### src/rtl/pc_fetch_if.sv
// Fetch-side bus of pc_fetch: instruction memory, decode handshake and the
// pcop/pcvalue link to the execute units. pc_fetch uses the master modport.
interface pc_fetch_if;
  logic [31:0] pcvalue;
  logic        imem_req;
  logic [31:0] imem_addr;
  logic        imem_ack;
  logic [31:0] imem_rdata;
  logic [31:0] inst;
  logic        inst_valid;
  logic        inst_ready;
  logic [1:0]  pcop;
  logic        pcop_valid;
  logic [31:0] pc_target;
  logic [31:0] pc_offset;
  logic        misalign;

  modport master (
    output pcvalue, imem_req, imem_addr, inst, inst_valid, misalign,
    input  imem_ack, imem_rdata, inst_ready, pcop, pcop_valid, pc_target, pc_offset
  );

  modport slave (
    input  pcvalue, imem_req, imem_addr, inst, inst_valid, misalign,
    output imem_ack, imem_rdata, inst_ready, pcop, pcop_valid, pc_target, pc_offset
  );
endinterface

### src/rtl/pc_fetch.sv
// Program counter and single-issue fetch sequencer (IDLE/FETCH/ISSUE/WAIT_EXEC/HALT).
// Optional macro PC_MISALIGN_TRAP_EN: halt with sticky misalign instead of forcing alignment.
module pc_fetch #(
  parameter logic [31:0] RESET_VECTOR = 32'h0000_0000
) (
  input logic       clk,
  input logic       rst_n,
  pc_fetch_if.master bus
);

  typedef enum logic [2:0] {
    S_IDLE,
    S_FETCH,
    S_ISSUE,
    S_WAIT_EXEC,
    S_HALT
  } state_t;

  state_t             r_state;
  logic [31:0]        r_pc;
  logic [31:0]        r_inst;
  logic signed [31:0] w_offset;
  logic [31:0]        w_pc_seq;
  logic [31:0]        w_pc_jump;
  logic [31:0]        w_pc_rel;
  logic [31:0]        w_pc_raw;
  logic [31:0]        w_pc_next;
  logic               w_trap;

  function automatic logic [31:0] align_pc(input logic [31:0] pc);
    return pc & 32'hFFFF_FFFC;
  endfunction

  // Candidate next PCs; all sums wrap modulo 2^32.
  always_comb begin
    w_offset  = $signed(bus.pc_offset);
    w_pc_seq  = r_pc + 32'd4;
    w_pc_jump = bus.pc_target & 32'hFFFF_FFFE;
    w_pc_rel  = r_pc + w_offset;
    case (bus.pcop)
      2'b01:   w_pc_raw = w_pc_jump;
      2'b10:   w_pc_raw = w_pc_rel;
      default: w_pc_raw = w_pc_seq;
    endcase
`ifdef PC_MISALIGN_TRAP_EN
    w_trap    = ((bus.pcop == 2'b01) || (bus.pcop == 2'b10)) && (w_pc_raw[1:0] != 2'b00);
    w_pc_next = w_pc_raw;
`else
    w_trap    = 1'b0;
    w_pc_next = align_pc(w_pc_raw);
`endif
  end

`ifdef PC_MISALIGN_TRAP_EN
  logic r_misalign;
  assign bus.misalign = r_misalign;
`else
  assign bus.misalign = 1'b0;
`endif

  always_ff @(posedge clk or negedge rst_n) begin
    if (!rst_n) begin
      r_state    <= S_IDLE;
      r_pc       <= RESET_VECTOR;
      r_inst     <= 32'h0;
`ifdef PC_MISALIGN_TRAP_EN
      r_misalign <= 1'b0;
`endif
    end else begin
      case (r_state)
        S_IDLE: r_state <= S_FETCH;
        S_FETCH: begin
          if (bus.imem_ack) begin
            r_inst  <= bus.imem_rdata;
            r_state <= S_ISSUE;
          end
        end
        S_ISSUE: begin
          if (bus.inst_ready) r_state <= S_WAIT_EXEC;
        end
        S_WAIT_EXEC: begin
          if (bus.pcop_valid) begin
            if (bus.pcop == 2'b11) begin
              r_state <= S_HALT;
            end else if (w_trap) begin
`ifdef PC_MISALIGN_TRAP_EN
              r_misalign <= 1'b1;
`endif
              r_state    <= S_HALT;
            end else begin
              r_pc    <= w_pc_next;
              r_state <= S_FETCH;
            end
          end
        end
        S_HALT:  r_state <= S_HALT;
        default: r_state <= S_IDLE;
      endcase
    end
  end

  // Handshake strobes decode straight from the state register.
  assign bus.pcvalue    = r_pc;
  assign bus.imem_addr  = r_pc;
  assign bus.imem_req   = (r_state == S_FETCH);
  assign bus.inst_valid = (r_state == S_ISSUE);
  assign bus.inst       = r_inst;

endmodule

### src/flat_wrapper.sv
// flat-port wrapper written by rule: the top's interface ports become plain ports
module pc_fetch_flat 
#(
  parameter logic [31:0] RESET_VECTOR = 32'h0000_0000
)
  (clk, rst_n, bus_pcvalue, bus_imem_req, bus_imem_addr, bus_inst, bus_inst_valid, bus_misalign, bus_imem_ack, bus_imem_rdata, bus_inst_ready, bus_pcop, bus_pcop_valid, bus_pc_target, bus_pc_offset);
  pc_fetch_if bus_i ();
  input logic clk;
  input logic rst_n;
  output wire logic [$bits(bus_i.pcvalue)-1:0] bus_pcvalue;
  output wire logic [$bits(bus_i.imem_req)-1:0] bus_imem_req;
  output wire logic [$bits(bus_i.imem_addr)-1:0] bus_imem_addr;
  output wire logic [$bits(bus_i.inst)-1:0] bus_inst;
  output wire logic [$bits(bus_i.inst_valid)-1:0] bus_inst_valid;
  output wire logic [$bits(bus_i.misalign)-1:0] bus_misalign;
  input wire logic [$bits(bus_i.imem_ack)-1:0] bus_imem_ack;
  input wire logic [$bits(bus_i.imem_rdata)-1:0] bus_imem_rdata;
  input wire logic [$bits(bus_i.inst_ready)-1:0] bus_inst_ready;
  input wire logic [$bits(bus_i.pcop)-1:0] bus_pcop;
  input wire logic [$bits(bus_i.pcop_valid)-1:0] bus_pcop_valid;
  input wire logic [$bits(bus_i.pc_target)-1:0] bus_pc_target;
  input wire logic [$bits(bus_i.pc_offset)-1:0] bus_pc_offset;
  assign bus_pcvalue = bus_i.pcvalue;
  assign bus_imem_req = bus_i.imem_req;
  assign bus_imem_addr = bus_i.imem_addr;
  assign bus_inst = bus_i.inst;
  assign bus_inst_valid = bus_i.inst_valid;
  assign bus_misalign = bus_i.misalign;
  assign bus_i.imem_ack = bus_imem_ack;
  assign bus_i.imem_rdata = bus_imem_rdata;
  assign bus_i.inst_ready = bus_inst_ready;
  assign bus_i.pcop = bus_pcop;
  assign bus_i.pcop_valid = bus_pcop_valid;
  assign bus_i.pc_target = bus_pc_target;
  assign bus_i.pc_offset = bus_pc_offset;
  pc_fetch #(.RESET_VECTOR(RESET_VECTOR)) u_core (.clk(clk), .rst_n(rst_n), .bus(bus_i));
endmodule
### config.mk
export PLATFORM = sky130hd
export DESIGN_NAME = pc_fetch_flat
export DESIGN_NICKNAME = d
export VERILOG_FILES = /design/src/rtl/pc_fetch_if.sv /design/src/rtl/pc_fetch.sv /design/src/flat_wrapper.sv
export SDC_FILE = /design/constraint.sdc
export NUM_CORES = 1
export LEC_CHECK = 0
export CAP_MARGIN = 20
export CELL_PAD_IN_SITES_DETAIL_PLACEMENT = 0
export CELL_PAD_IN_SITES_GLOBAL_PLACEMENT = 1
export CORE_ASPECT_RATIO = 1.4
export CORE_MARGIN = 2
export CORE_UTILIZATION = 28
export CTS_CLUSTER_SIZE = 24
export DETAILED_ROUTE_END_ITERATION = 8
export PLACE_DENSITY_LB_ADDON = 0.3
export SETUP_SLACK_MARGIN = 0.02
export SYNTH_ARGS = -nofsm -noshare
export SYNTH_HDL_FRONTEND = slang
export SYNTH_SLANG_ARGS = --single-unit
### constraint.sdc
create_clock -name clk -period 2.9 [get_ports clk]
set_input_delay 0.435 -clock clk [delete_from_list [all_inputs] [get_ports clk]]
set_output_delay 0.435 -clock clk [all_outputs]
set_load 0.02 [all_outputs]
# After elaboration in Yosys (flattened, before gate mapping)
# Cells that the tools add are included.
classes:
  div: 0
  add_sub_neg: 2
  eq_ne: 10
  magnitude_cmp: 0
  shifts: 0
  n_reduce_logical: 4
  bitwise_logic: 1
  mul: 0
  n_mux: 6
op_table:
  columns: ["cell", "n"]
  rows:
  - ["$pmux 32 s2", 1]
  - ["$add 32x3->32 const B", 1]
  - ["$add 32x32->32", 1]
  - ["$pmux 3 s5", 1]
  - ["$mux 3", 4]
  - ["$eq 3x2->1 const B", 2]
  - ["$reduce_and 3->1", 2]
  - ["$eq 2x2->1 const B", 2]
  - ["$ne 2x1->1 const B", 2]
  - ["$eq 3x1->1 const B", 1]
  - ["$eq 3x3->1 const B", 1]
  - ["$logic_not 3->1", 1]
  - ["$eq 2x1->1 const B", 1]
  - ["$ne 2x2->1 const B", 1]
  - ["$reduce_and 2->1", 1]
  - ["$not 1->1", 1]
totals:
  wordCells: 26
  rom_bits: 0
  mem_count: 0
  out_inout_bits: 99
  in_bits: 103
  ram_bits: 0
  latch_bits: 0
  ff_bits: 65

# Logic depth before layout (Yosys ltp)
# Gate-level depths: netlist of the first run.
logic_depth:
  depth_word: 4
  mapped_depth: 15
  depth_no_buf: 13

# Least setup slack after synthesis of the first run
# OpenSTA, ideal clock, no wires.
synth_timing:
  path_kind: "input -> register"
  start: "in bus_pcop[0]"
  end: "reg u_core.r_pc[31] (netlist: u_core.bus.imem_addr[31])"
  required_time_ns: 2.813
  t_arrival_ns: 3.130
  path_stages: 14
  n_path_buf: 3
  path_slack_ns: -0.317
  setup_time_ns: 0.087
  path_cell_list: "inv_1 > ha_1 > clkbuf_1 > clkbuf_1 > clkbuf_1 > and2_1 > ha_1 > and2_4 > a221oi_2 > nand2_2 > a211oi_2 > o21a_2 > or4b_1 > o211ai_1"
synth_between:
  elab_chain_cells: 3
  word_cells_on_any_way: 6
  classes_between: "3 x eq/ne; 1 x mux; 1 x bitwise; 1 x reduce/logical"
synth_rtl:
  columns: ["element", "line", "source"]
  rows:
  - ["start: declaration", "flat_wrapper.sv:19", "input wire logic [$bits(bus_i.pcop)-1:0] bus_pcop;"]
  - ["$eq 2x2->1", "pc_fetch.sv:83", "if (bus.pcop == 2'b11) begin"]
  - ["$not 1->1 (no line)", null, null]
  - ["$reduce_and 3->1 (no line)", null, null]
  - ["end signal: assignment", "pc_fetch.sv:91", "r_pc <= w_pc_next;"]
  - ["end: declaration", "pc_fetch.sv:20", "logic [31:0] r_pc;"]
# Several ways; a longest one is shown, not always the timed one.
# A chain may end at the register's enable or synchronous reset.

# Worst setup path after layout of the first run
# Same ends and word-level chain as after synthesis.

==> out/metrics.csv, run 1 <==
stage,metric,value,unit
floorplanning,# IOs,202,
sta,unrepaired setup endpoints after global routing,false,
power_and_ir_drop,P_leak,3.47,nW
sta,sum of negative setup slack,0,ns
clock_network,worst-case clock buffer depth,2,
floorplanning,DIE WIDTH,117,µm
logic_synthesis,sequential share of the synthesized area,32.7,%
worst_setup_path,Crit path arrival time,3.01,ns
routing,drt drc,0,
logic_synthesis,"Distinct cells, synth",61,
sta,Final Setup Violations,0,
clock_network,"Reg clk slew, reported paths",0.06,ns
sta,fin crit share,95.4,%
clock_network,Root Driver,clkbuf_16,
grt,initial antenna violation count,0,
power_and_ir_drop,peak supply drop,0.332,mV
clock_network,hold buffer count at CTS,0,
power_and_ir_drop,Power Total,7.70,mW
grt,Total Routing Usage GR,18.6,%
placed_design,Post-Place Cells,1056,
clock_network,CTS tree,done,
worst_setup_path,Crit. End Element,register,
floorplanning,row count,57,
routing,Vias/cell,4.89,
placed_design,IO Port Bufs,192,
finish,Area Growth Syn to Fin,63.6,%
finish,fraction of layout cells with a size suffix above 1,23.6,%
finish,antenna fix cells,0,
floorplanning,Die H,162,µm
power_and_ir_drop,clock network power share,14.4,%
logic_synthesis,top_reg_cell synth,dfrtp_1,
placed_design,DPL Wire Length,14500,µm
power_and_ir_drop,Sw Share,41.3,%
sta,Slew @ Worst Pin,0.898,ns
floorplanning,die area,0.0189,mm²
routing,first-pass detailed-route iteration total,4,
logic_synthesis,most frequent cell after synthesis,dfrtp_1,
worst_setup_path,Buf/Inv on CP,3,
grt,largest net degree at the start of global routing,66,
clock_network,total CTS buffers,9,
routing,Routed WL per cell,16.6,µm
placed_design,RePlAce Congestion,0.890,
clock_network,Sink Count,65,
power_and_ir_drop,Int Pwr,4.52,mW
routing,Initial DRC Count,217,
logic_synthesis,list of most frequent post-synthesis cells,"dfrtp_1, nor2_1, a21oi_1",
min_path,worst hold-check path type,in -> async,
grt,Overflow after GRT,0,
sta,Slew HR,40.1,%
finish,Finished Cell Area,0.00814,mm²
logic_synthesis,Synth warnings,0,
routing,DR vias,5262,
worst_setup_path,"delay-heaviest family, CP",compound AO/OA/AOI/OAI gates,
power_and_ir_drop,Power per Cell Area,945,mW/mm²
worst_setup_path,CP Launch Type,input port,
sta,Fin. Hold Viols,0,
logic_synthesis,Mapped Avg Cell Area,8.64,µm²
clock_network,H-tree level count,3,
worst_setup_path,critical setup path kind,in -> reg,
power_and_ir_drop,net switching power figure,3.18,mW
logic_synthesis,post-synth top area share,32.7,%
sta,Max Clock Skew,0.00881,ns
grt,global-route wire length before repair,27500,µm
floorplanning,CORE AREA,0.0174,mm²
run,Max-Cap Viols,0,
clock_network,clk_lat worst skew,0.33,ns
placed_design,total placed instance area,0.00774,mm²
floorplanning,Initial Util,28.6,%
worst_setup_path,max incr delay on CP,0.45,ns
grt,number of global-route vias before repair,5416,
outcome,outcome,"finished, final reports clean",
worst_setup_path,crit-path cells,buf_2 > inv_8 > ha_4 > buf_12 > and2_4 > ha_4 > and2_4 > a221oi_4 > nand2_2 > a211oi_4 > o21a_2 > or4b_1 > o211ai_1,
logic_synthesis,Mapped Cells,576,
worst_setup_path,CP Data Required Time,3.14,ns
worst_setup_path,crit path max fanout,18,
routing,WL final,17800,µm
routing,post-route ant nets,0,
logic_synthesis,post-synthesis register bit count,65,
finish,Final #Nets,971,
logic_synthesis,largest cells by area after synthesis,"dfrtp_1, ha_1, mux2_2, buf_4, a21oi_1",
logic_synthesis,"EDFF count, synth",0,
logic_synthesis,Post-synth ARST share,100,%
worst_setup_path,"Slowest-stage cell, CP",or4b_1,
finish,Post-Layout Cell Count,1076,
sta,post-layout minimum cycle time,2.77,ns
power_and_ir_drop,Seq pwr share,22.8,%
power_and_ir_drop,Comb pwr share,62.8,%
logic_synthesis,"area leader, netlist",dfrtp_1,
logic_synthesis,Post-Syn Area,0.00498,mm²
sta,fmax,362,MHz
sta,Pins Over Slew Limit,0,
## cell families after synthesis
group	count (synthesis)	synth area share (%)
AO/OA/AOI/OAI	155	19.4
AND/OR/NAND/NOR	199	20.5
adder cells (fa/ha/maj)	33	8.44
other	1	0.0753
flip-flops	65	32.7
buffers and inverters	71	8.09
XOR/XNOR	17	2.99
multiplexers	35	7.87
## worst paths after layout
kind                                         startpoint                        to  depth (start not counted)  slack (ns)
worst max-delay path                        bus_pcop[0]  u_core.bus.imem_addr[31]                         13        0.13
worst min-delay path                              rst_n  u_core.bus.imem_addr[10]                          2        0.31
worst max register to register  u_core.bus.imem_addr[5]  u_core.bus.imem_addr[31]                          8        0.43
worst min register to register      u_core.bus.inst[25]       u_core.bus.inst[25]                          1        0.50
max in group asynchronous                         rst_n  u_core.bus.imem_addr[30]                          2        2.00
min in group clk                    u_core.bus.inst[25]       u_core.bus.inst[25]                          1        0.50
## power by group through the flow
stage	Combinational (mW)	Sequential (mW)	Clock [mW]
after detailed placement	4.77	1.77	0
after global placement	4.72	1.75	0
final	4.83	1.75	1.11
after floorplan	2.16	2.18	0
after CTS	4.82	1.76	1.16
after global routing	5.23	1.82	1.19
## worst register-to-register path, stage by stage (launching register included)
cell and delay, ns:
dfrtp_1 0.44, ha_4 0.27, and2_4 0.16, a221oi_4 0.27, nand2_2 0.12, a211oi_4 0.31, o21a_2 0.24, or4b_1 0.45
o211ai_1 0.12
## final cells by class
class | count | area (µm²)
clock inverters | 7 | 78.8
repair buffers | 306 | 2780
fillers | 1800 | 9260
multi-input cells | 444 | 3100
clock buffers | 9 | 225
flip-flops and latches | 65 | 1630
well taps | 236 | 295
inverters | 9 | 41.3
## placed cells by master (no fill, tap or decap), drive strengths merged, types with 7 or more instances in the layout
| cell | netlist | layout |
|---|---|---|
| and2 | 29 | 29 |
| nand2b | 9 | 9 |
| and3 | 17 | 17 |
| clkbuf | 24 | 10 |
| a221oi | 13 | 13 |
| nand2 | 42 | 42 |
| clkdlybuf4s50 | 0 | 189 |
| inv | 9 | 10 |
| nand3 | 8 | 8 |
| buf | 38 | 116 |
| xor2 | 12 | 12 |
| nor3 | 7 | 7 |
| nor2 | 58 | 58 |
| ha | 32 | 32 |
| a21oi | 52 | 52 |
| dfrtp | 65 | 65 |
| o21ai | 42 | 42 |
| mux2 | 33 | 33 |
## registers in the layout, summed over array words and instances, names as in the netlist
register              count
u_core.r_state            3
u_core.bus.inst          32
u_core.bus.imem_addr     30
## metal layers
layer	global-route usage (%)	vias up	share of wire (%)
met5	0	-	0
met4	6.52	0	2.5
met3	2.61	35	5.1
met2	34.5	177	52
met1	21.4	2503	40
li1	-	2547	-
## stage by stage
stage | worst slack [ns] | hold slack [ns] | util [%]
2_1_floorplan | -0.0581 | 0.139 | -
3_3_place_gp | -0.694 | 0.487 | 44.5
3_5_place_dp | -0.776 | 0.494 | 44.5
4_1_cts | 0.0239 | 0.342 | 46.5
5_1_grt | 0.0157 | 0.378 | 46.8
6_report | 0.134 | 0.307 | 46.8
## timing repair
action / in CTS / in global routing
buffers inserted: 2 / 2
setup endpoints to repair: 21 / 11
pin swaps: 4 / 7
resized for setup: 10 / 13
Power figures use the tool's default switching activity.
==> run 2: changes to the inputs <==
--- a/config.mk
+++ b/config.mk
@@ -6,8 +6,6 @@
 export NUM_CORES = 1
 export LEC_CHECK = 0
 export CAP_MARGIN = 20
-export CELL_PAD_IN_SITES_DETAIL_PLACEMENT = 0
-export CELL_PAD_IN_SITES_GLOBAL_PLACEMENT = 1
 export CORE_ASPECT_RATIO = 1.4
 export CORE_MARGIN = 2
 export CORE_UTILIZATION = 28
==> out/metrics.csv, run 2 (synthesis gave the netlist of run 1 again) <==
stage,metric,value,unit,change
power_and_ir_drop,Power Total,7.80,mW,was 7.70 mW
power_and_ir_drop,clock network power share,15.5,%,was 14.4%
routing,WL final,17400,µm,"was 17,800 µm"
worst_setup_path,Crit. Startpoint,bus_pcop[1],,was bus_pcop[0]
floorplanning,Initial Util,28.6,%,unchanged
sta,Final Setup Violations,0,,unchanged
clock_network,hold buffer count at CTS,0,,unchanged
grt,global-route wire length before repair,27100,µm,"was 27,500 µm"
floorplanning,die area,0.0189,mm²,unchanged
worst_setup_path,most frequent CP cell,o21ai_1,,
worst_setup_path,max incr delay on CP,0.47,ns,was 0.45 ns
grt,Overflow after GRT,0,,unchanged
placed_design,IO Port Bufs,192,,unchanged
sta,Fin. Hold Viols,0,,unchanged
worst_setup_path,Worst R2R End,u_core.bus.imem_addr[18],,was u_core.bus.imem_addr[31]
finish,layout filler cell count,1751,,"was 1,800"
power_and_ir_drop,P_leak,3.54,nW,was 3.47 nW
clock_network,Root Driver,clkbuf_16,,unchanged
outcome,outcome,"finished, final reports clean",,unchanged
worst_setup_path,Crit path arrival time,3.08,ns,was 3.01 ns
worst_setup_path,CP Launch Type,input port,,unchanged
sta,Slew @ Worst Pin,0.590,ns,was 0.898 ns
routing,drt drc,0,,unchanged
finish,fraction of layout cells with a size suffix above 1,24.9,%,was 23.6%
worst_setup_path,crit-path cells,dlygate4sd2_1 > ha_4 > buf_12 > and2_1 > ha_1 > a21oi_1 > o21ai_1 > or3_1 > o2111ai_2 > o21ai_1 > or4b_1 > nand3_1,,was buf_2 > inv_8 > ha_4 > buf_12 > and2_4 > ha_4 > and2_4 > a221oi_4 > nand2_2 > a211oi_4 > o21a_2 > or4b_1 > o211ai_1
worst_setup_path,Crit. End Element,register,,unchanged
placed_design,DPL Wire Length,14000,µm,"was 14,500 µm"
power_and_ir_drop,peak supply drop,0.362,mV,was 0.332 mV
min_path,worst hold-check path type,in -> async,,unchanged
power_and_ir_drop,net switching power figure,3.18,mW,about the same
finish,Area Growth Syn to Fin,65.7,%,was 63.6%
grt,largest net degree at the start of global routing,43,,was 66
clock_network,CTS tree,done,,unchanged
sta,fin crit share,97.0,%,was 95.4%
finish,Final #Nets,981,,was 971
worst_setup_path,Reg2Reg Setup Slack,0.46,ns,was 0.43 ns
grt,Total Routing Usage GR,18.3,%,was 18.6%
power_and_ir_drop,Int Pwr,4.63,mW,was 4.52 mW
power_and_ir_drop,Seq pwr share,22.5,%,was 22.8%
clock_network,worst-case clock buffer depth,2,,unchanged
worst_setup_path,crit path max fanout,14,,was 18
clock_network,H-tree level count,3,,unchanged
finish,"most common cell after layout, fill and taps aside",clkdlybuf4s50_1,,unchanged
sta,Max Clock Skew,0.0114,ns,was 0.00881 ns
sta,unrepaired setup endpoints after global routing,true,,was false
power_and_ir_drop,Power per Cell Area,946,mW/mm²,was 945 mW/mm²
clock_network,"Reg clk slew, reported paths",0.06,ns,about the same
finish,max reg flops,32,,unchanged
worst_setup_path,Buf/Inv on CP,2,,was 3
clock_network,Sink Count,65,,unchanged
sta,Slew HR,60.7,%,was 40.1%
clock_network,total CTS buffers,9,,unchanged
floorplanning,# IOs,202,,unchanged
sta,post-layout minimum cycle time,2.81,ns,was 2.77 ns
finish,antenna fix cells,0,,unchanged
routing,Vias/cell,4.84,,was 4.89
worst_setup_path,"delay-heaviest family, CP",simple AND/OR/NAND/NOR gates,,was compound AO/OA/AOI/OAI gates
placed_design,RePlAce Congestion,0.913,,was 0.890
run,Max-Cap Viols,0,,unchanged
grt,initial antenna violation count,0,,unchanged
worst_setup_path,"Slowest-stage cell, CP",or4b_1,,unchanged
floorplanning,Die H,162,µm,unchanged
power_and_ir_drop,Comb pwr share,62.1,%,was 62.8%
routing,first-pass detailed-route iteration total,5,,was 4
placed_design,Place WS,-0.638,ns,was -0.776 ns
floorplanning,CORE AREA,0.0174,mm²,unchanged
sta,fmax,355,MHz,was 362 MHz
routing,post-route ant nets,0,,unchanged
finish,most frequent cells in the layout,"clkdlybuf4s50_1, buf_4, dfrtp_1",,unchanged
worst_setup_path,cells on worst reg2reg path,11,,was 8
routing,Initial DRC Count,250,,was 217
power_and_ir_drop,Sw Share,40.7,%,was 41.3%
routing,Routed WL per cell,16.0,µm,was 16.6 µm
grt,number of global-route vias before repair,5322,,"was 5,416"
sta,Pins Over Slew Limit,0,,unchanged
floorplanning,row count,57,,unchanged
sta,"crit path setup slack, layout",0.0858,ns,was 0.134 ns
clock_network,clk_lat worst skew,0.34,ns,was 0.33 ns
worst_setup_path,critical setup path kind,in -> reg,,unchanged
routing,DR vias,5255,,"was 5,262"
worst_setup_path,CP endpoint,u_core.bus.imem_addr[17],,was u_core.bus.imem_addr[31]
worst_setup_path,worst reg2reg startpoint,u_core.bus.imem_addr[2],,was u_core.bus.imem_addr[5]
floorplanning,DIE WIDTH,117,µm,unchanged
worst_setup_path,CP Data Required Time,3.17,ns,was 3.14 ns
worst_setup_path,stages on the worst setup path,12,,was 13
-- run 2: cell count changes in the layout (fill, tap and decap cells not counted), moves of 2 or more --
cell	previous run	this run
nor4_2	0	3
o21ai_1	3	8
clkinvlp_4	3	1
ha_2	0	2
buf_4	113	123
o21ai_0	39	34
nor4_1	3	0
-- run 2: power groups by stage --
stage / logic [mW] / registers [mW] / clock network (mW)
6_report: 4.84 / 1.75 / 1.21
3_5_place_dp: 4.81 / 1.78 / 0
3_3_place_gp: 4.77 / 1.76 / 0
5_1_grt: 5.24 / 1.82 / 1.27
4_1_cts: 4.84 / 1.77 / 1.24
2_1_floorplan: 2.16 / 2.18 / 0
-- run 2: layout make-up --
class	count	area, µm²	area share, %
Clock buffer	9	225	2.73
Clock inverter	7	103	1.24
Inverter	9	41.3	0.500
Multi-Input combinational cell	444	3110	37.6
Tap cell	236	295	3.58
Sequential cell	65	1630	19.7
Timing Repair Buffer	316	2850	34.6
-- run 2: metrics by stage --
step / area, µm² / utilization [%] / hold WS (ns) / setup TNS [ns] / instances
3_3_place_gp: 7830 / 45.0 / 0.488 / -10.06 / 1068
6_report: 8250 / 47.4 / 0.189 / 0 / 1086
5_1_grt: 8250 / 47.4 / 0.235 / -0.0948 / 1086
4_1_cts: 8180 / 47.0 / 0.212 / 0 / 1085
2_1_floorplan: 5080 / - / 0.139 / -0.0581 / 580
3_5_place_dp: 7830 / 45.0 / 0.494 / -11.23 / 1068
-- run 2: how the worst min path moves through the flow --
stage / start / endpoint / slack [ns]
2_1_floorplan: rst_n / u_core.bus.imem_addr[10] / 0.14
3_3_place_gp: u_core.bus.inst[20] / u_core.bus.inst[20] / 0.49
3_5_place_dp: u_core.bus.inst[6] / u_core.bus.inst[6] / 0.49
4_1_cts: rst_n / u_core.bus.inst[16] / 0.21
5_1_grt: rst_n / u_core.bus.inst[17] / 0.24
6_report: rst_n / u_core.bus.inst[17] / 0.19
-- run 2: routing by layer --
layer	global-route usage, %	share of wire (%)
met2	33.7	51
met4	6.04	2.0
met5	0	0
met1	20.9	40
met3	3.13	6.6
-- run 2: timing repair --
item | in CTS | in global routing
pin swaps | 2 | 7
resized for setup | 5 | 22
setup endpoints to repair | 21 | 17
setup buffers | 1 | 1
endpoints found under the hold margin | 0 | 0
==> run 3: changes to the inputs <==
--- a/config.mk
+++ b/config.mk
@@ -6,7 +6,7 @@
 export NUM_CORES = 1
 export LEC_CHECK = 0
 export CAP_MARGIN = 20
-export CORE_ASPECT_RATIO = 1.4
+export CORE_ASPECT_RATIO = 0.9
 export CORE_MARGIN = 2
 export CORE_UTILIZATION = 28
 export CTS_CLUSTER_SIZE = 24
==> out/metrics.csv, run 3 (synthesis gave the netlist of run 1 again) <==
stage,metric,value,unit,change
clock_network,clk_lat worst skew,0.34,ns,about the same
worst_setup_path,"Slowest-stage cell, CP",or4b_1,,unchanged
worst_setup_path,crit-path cells,buf_2 > inv_8 > ha_4 > buf_12 > buf_4 > and2_1 > ha_1 > nand2_1 > or3_4 > o21a_2 > or4b_1 > o211ai_1,,was dlygate4sd2_1 > ha_4 > buf_12 > and2_1 > ha_1 > a21oi_1 > o21ai_1 > or3_1 > o2111ai_2 > o21ai_1 > or4b_1 > nand3_1
sta,Final Setup Violations,0,,unchanged
worst_setup_path,CP Data Required Time,3.16,ns,was 3.17 ns
sta,fmax,371,MHz,was 355 MHz
sta,"crit path setup slack, layout",0.206,ns,was 0.0858 ns
routing,WL met3,1430,µm,was 1150 µm
worst_setup_path,Buf/Inv on CP,4,,was 2
run,Max-Cap Viols,0,,unchanged
routing,Met2 Wirelength,7860,µm,was 8960 µm
worst_setup_path,cells on worst reg2reg path,8,,was 11
finish,Util after Layout,47.6,%,was 47.4%
worst_setup_path,CP Launch Type,input port,,unchanged
grt,Overflow after GRT,0,,unchanged
floorplanning,CORE AREA,0.0175,mm²,was 0.0174 mm²
routing,first-pass detailed-route iteration total,4,,was 5
finish,Area Growth Syn to Fin,67.3,%,was 65.7%
floorplanning,# IOs,202,,unchanged
power_and_ir_drop,P_leak,3.52,nW,was 3.54 nW
floorplanning,die area,0.0189,mm²,about the same
placed_design,RePlAce Congestion,0.886,,was 0.913
routing,Initial DRC Count,243,,was 250
routing,Max Used Layer,met4,,unchanged
routing,Routed WL per cell,16.8,µm,was 16.0 µm
routing,Vias/cell,4.89,,was 4.84
grt,global-route wire length before repair,27400,µm,"was 27,100 µm"
sta,post-layout minimum cycle time,2.69,ns,was 2.81 ns
finish,Finished Cell Area,0.00833,mm²,was 0.00825 mm²
sta,Fin. Hold Viols,0,,unchanged
routing,DR vias,5288,,"was 5,255"
finish,"most common cell after layout, fill and taps aside",clkdlybuf4s50_1,,unchanged
routing,wl on met1,8750,µm,was 6960 µm
sta,fin crit share,92.9,%,was 97.0%
clock_network,total CTS buffers,9,,unchanged
clock_network,H-tree level count,3,,unchanged
clock_network,CTS tree,done,,unchanged
clock_network,"Reg clk slew, reported paths",0.06,ns,about the same
routing,post-route ant nets,0,,unchanged
sta,Slew HR,55.0,%,was 60.7%
floorplanning,Initial Util,28.5,%,was 28.6%
finish,max reg flops,32,,unchanged
placed_design,total placed instance area,0.00777,mm²,was 0.00783 mm²
power_and_ir_drop,peak supply drop,0.316,mV,was 0.362 mV
grt,largest net degree at the start of global routing,39,,was 43
power_and_ir_drop,Power per Cell Area,939,mW/mm²,was 946 mW/mm²
min_path,worst hold-check path type,in -> async,,unchanged
placed_design,DPL Wire Length,14000,µm,about the same
sta,Pins Over Slew Limit,0,,unchanged
floorplanning,Die H,131,µm,was 162 µm
routing,WL final,18200,µm,"was 17,400 µm"
finish,most frequent cells in the layout,"clkdlybuf4s50_1, buf_4, dfrtp_1",,unchanged
finish,fraction of layout cells with a size suffix above 1,25.8,%,was 24.9%
placed_design,Place WS,-0.616,ns,was -0.638 ns
finish,antenna fix cells,0,,unchanged
grt,Total Routing Usage GR,18.9,%,was 18.3%
floorplanning,DIE WIDTH,145,µm,was 117 µm
worst_setup_path,stages on the worst setup path,12,,unchanged
worst_setup_path,crit path max fanout,5,,was 14
sta,Max Clock Skew,0.00801,ns,was 0.0114 ns
clock_network,Sink Count,65,,unchanged
worst_setup_path,max incr delay on CP,0.52,ns,was 0.47 ns
finish,Final #Nets,973,,was 981
outcome,outcome,"finished, final reports clean",,unchanged
grt,number of global-route vias before repair,5094,,"was 5,322"
worst_setup_path,Crit. End Element,register,,unchanged
clock_network,Root Driver,clkbuf_16,,unchanged
routing,drt drc,0,,unchanged
placed_design,IO Port Bufs,192,,unchanged
worst_setup_path,"delay-heaviest family, CP",simple AND/OR/NAND/NOR gates,,unchanged
sta,unrepaired setup endpoints after global routing,false,,was true
worst_setup_path,critical setup path kind,in -> reg,,unchanged
sta,sum of negative setup slack,0,ns,unchanged
grt,initial antenna violation count,0,,unchanged
sta,Fin Hold WS,0.116,ns,was 0.189 ns
clock_network,worst-case clock buffer depth,2,,unchanged
floorplanning,row count,46,,was 57
worst_setup_path,Crit path arrival time,2.95,ns,was 3.08 ns
sta,Slew @ Worst Pin,0.673,ns,was 0.590 ns
-- run 3: cell count changes in the layout (fill, tap and decap cells not counted), sizes merged --
cell	before	now
bufinv	2	1
clkinvlp	1	2
buf	125	118
clkbuf	10	11
dlygate4sd2	1	0
inv	10	9
-- run 3: metrics by stage --
step	std cells	power, mW
floorplan	580	4.35
global placement	1060	6.50
CTS	1080	7.74
finish	1082	7.82
detailed placement	1060	6.52
global route	1082	8.36
-- run 3: final cells by class --
class	instances	area, µm²
clock buffers	10	239
clock inverters	6	67.6
fillers	1703	9170
inverters	9	41.3
multi-input cells	444	3210
flip-flops and latches	65	1630
well taps	240	300
repair buffers	308	2850
-- run 3: worst register-to-register path: stages, from the launching register on --
cell       delay (ns)
dfrtp_1          0.45
ha_1             0.40
a21oi_1          0.15
o21ai_1          0.11
or3_4            0.36
o2111ai_4        0.25
o21ai_1          0.10
or4b_1           0.47
nand3_1          0.09
-- run 3: worst paths after layout --
| check | startpoint | to | slack (ns) |
|---|---|---|---|
| max | bus_pcop[0] | u_core.bus.imem_addr[31] | 0.21 |
| min | rst_n | u_core.bus.inst[22] | 0.12 |
| max reg2reg | u_core.bus.imem_addr[10] | u_core.bus.imem_addr[17] | 0.45 |
| min reg2reg | u_core.bus.inst[28] | u_core.bus.inst[28] | 0.50 |
| max in group asynchronous | rst_n | u_core.bus.imem_addr[30] | 2.13 |
| min in group clk | u_core.bus.inst[28] | u_core.bus.inst[28] | 0.50 |
-- run 3: repair_timing --
action                                  in CTS  in global routing
buffers inserted                             4                  2
endpoints found under the setup margin      19                 17
pin swaps                                    2                  8
endpoints found under the hold margin        0                  0
gates resized for setup                     10                 37
gates cloned                                 0                  0
hold buffers                                 0                  0
-- run 3: layer usage --
layer,up-vias,GRT usage [%]
li1,2572,-
met1,2511,26.9
met2,193,29.7
met3,12,4.19
met4,0,4.00
met5,-,0
-- run 3: report_power, final --
part | switching, mW | total (mW) | internal [mW] | leakage (nW)
Combinational | 2.38 | 4.93 | 2.56 | 2.60
Sequential | 0.407 | 1.75 | 1.34 | 0.772
Clock | 0.450 | 1.14 | 0.690 | 0.145
Total | 3.23 | 7.82 | 4.59 | 3.52
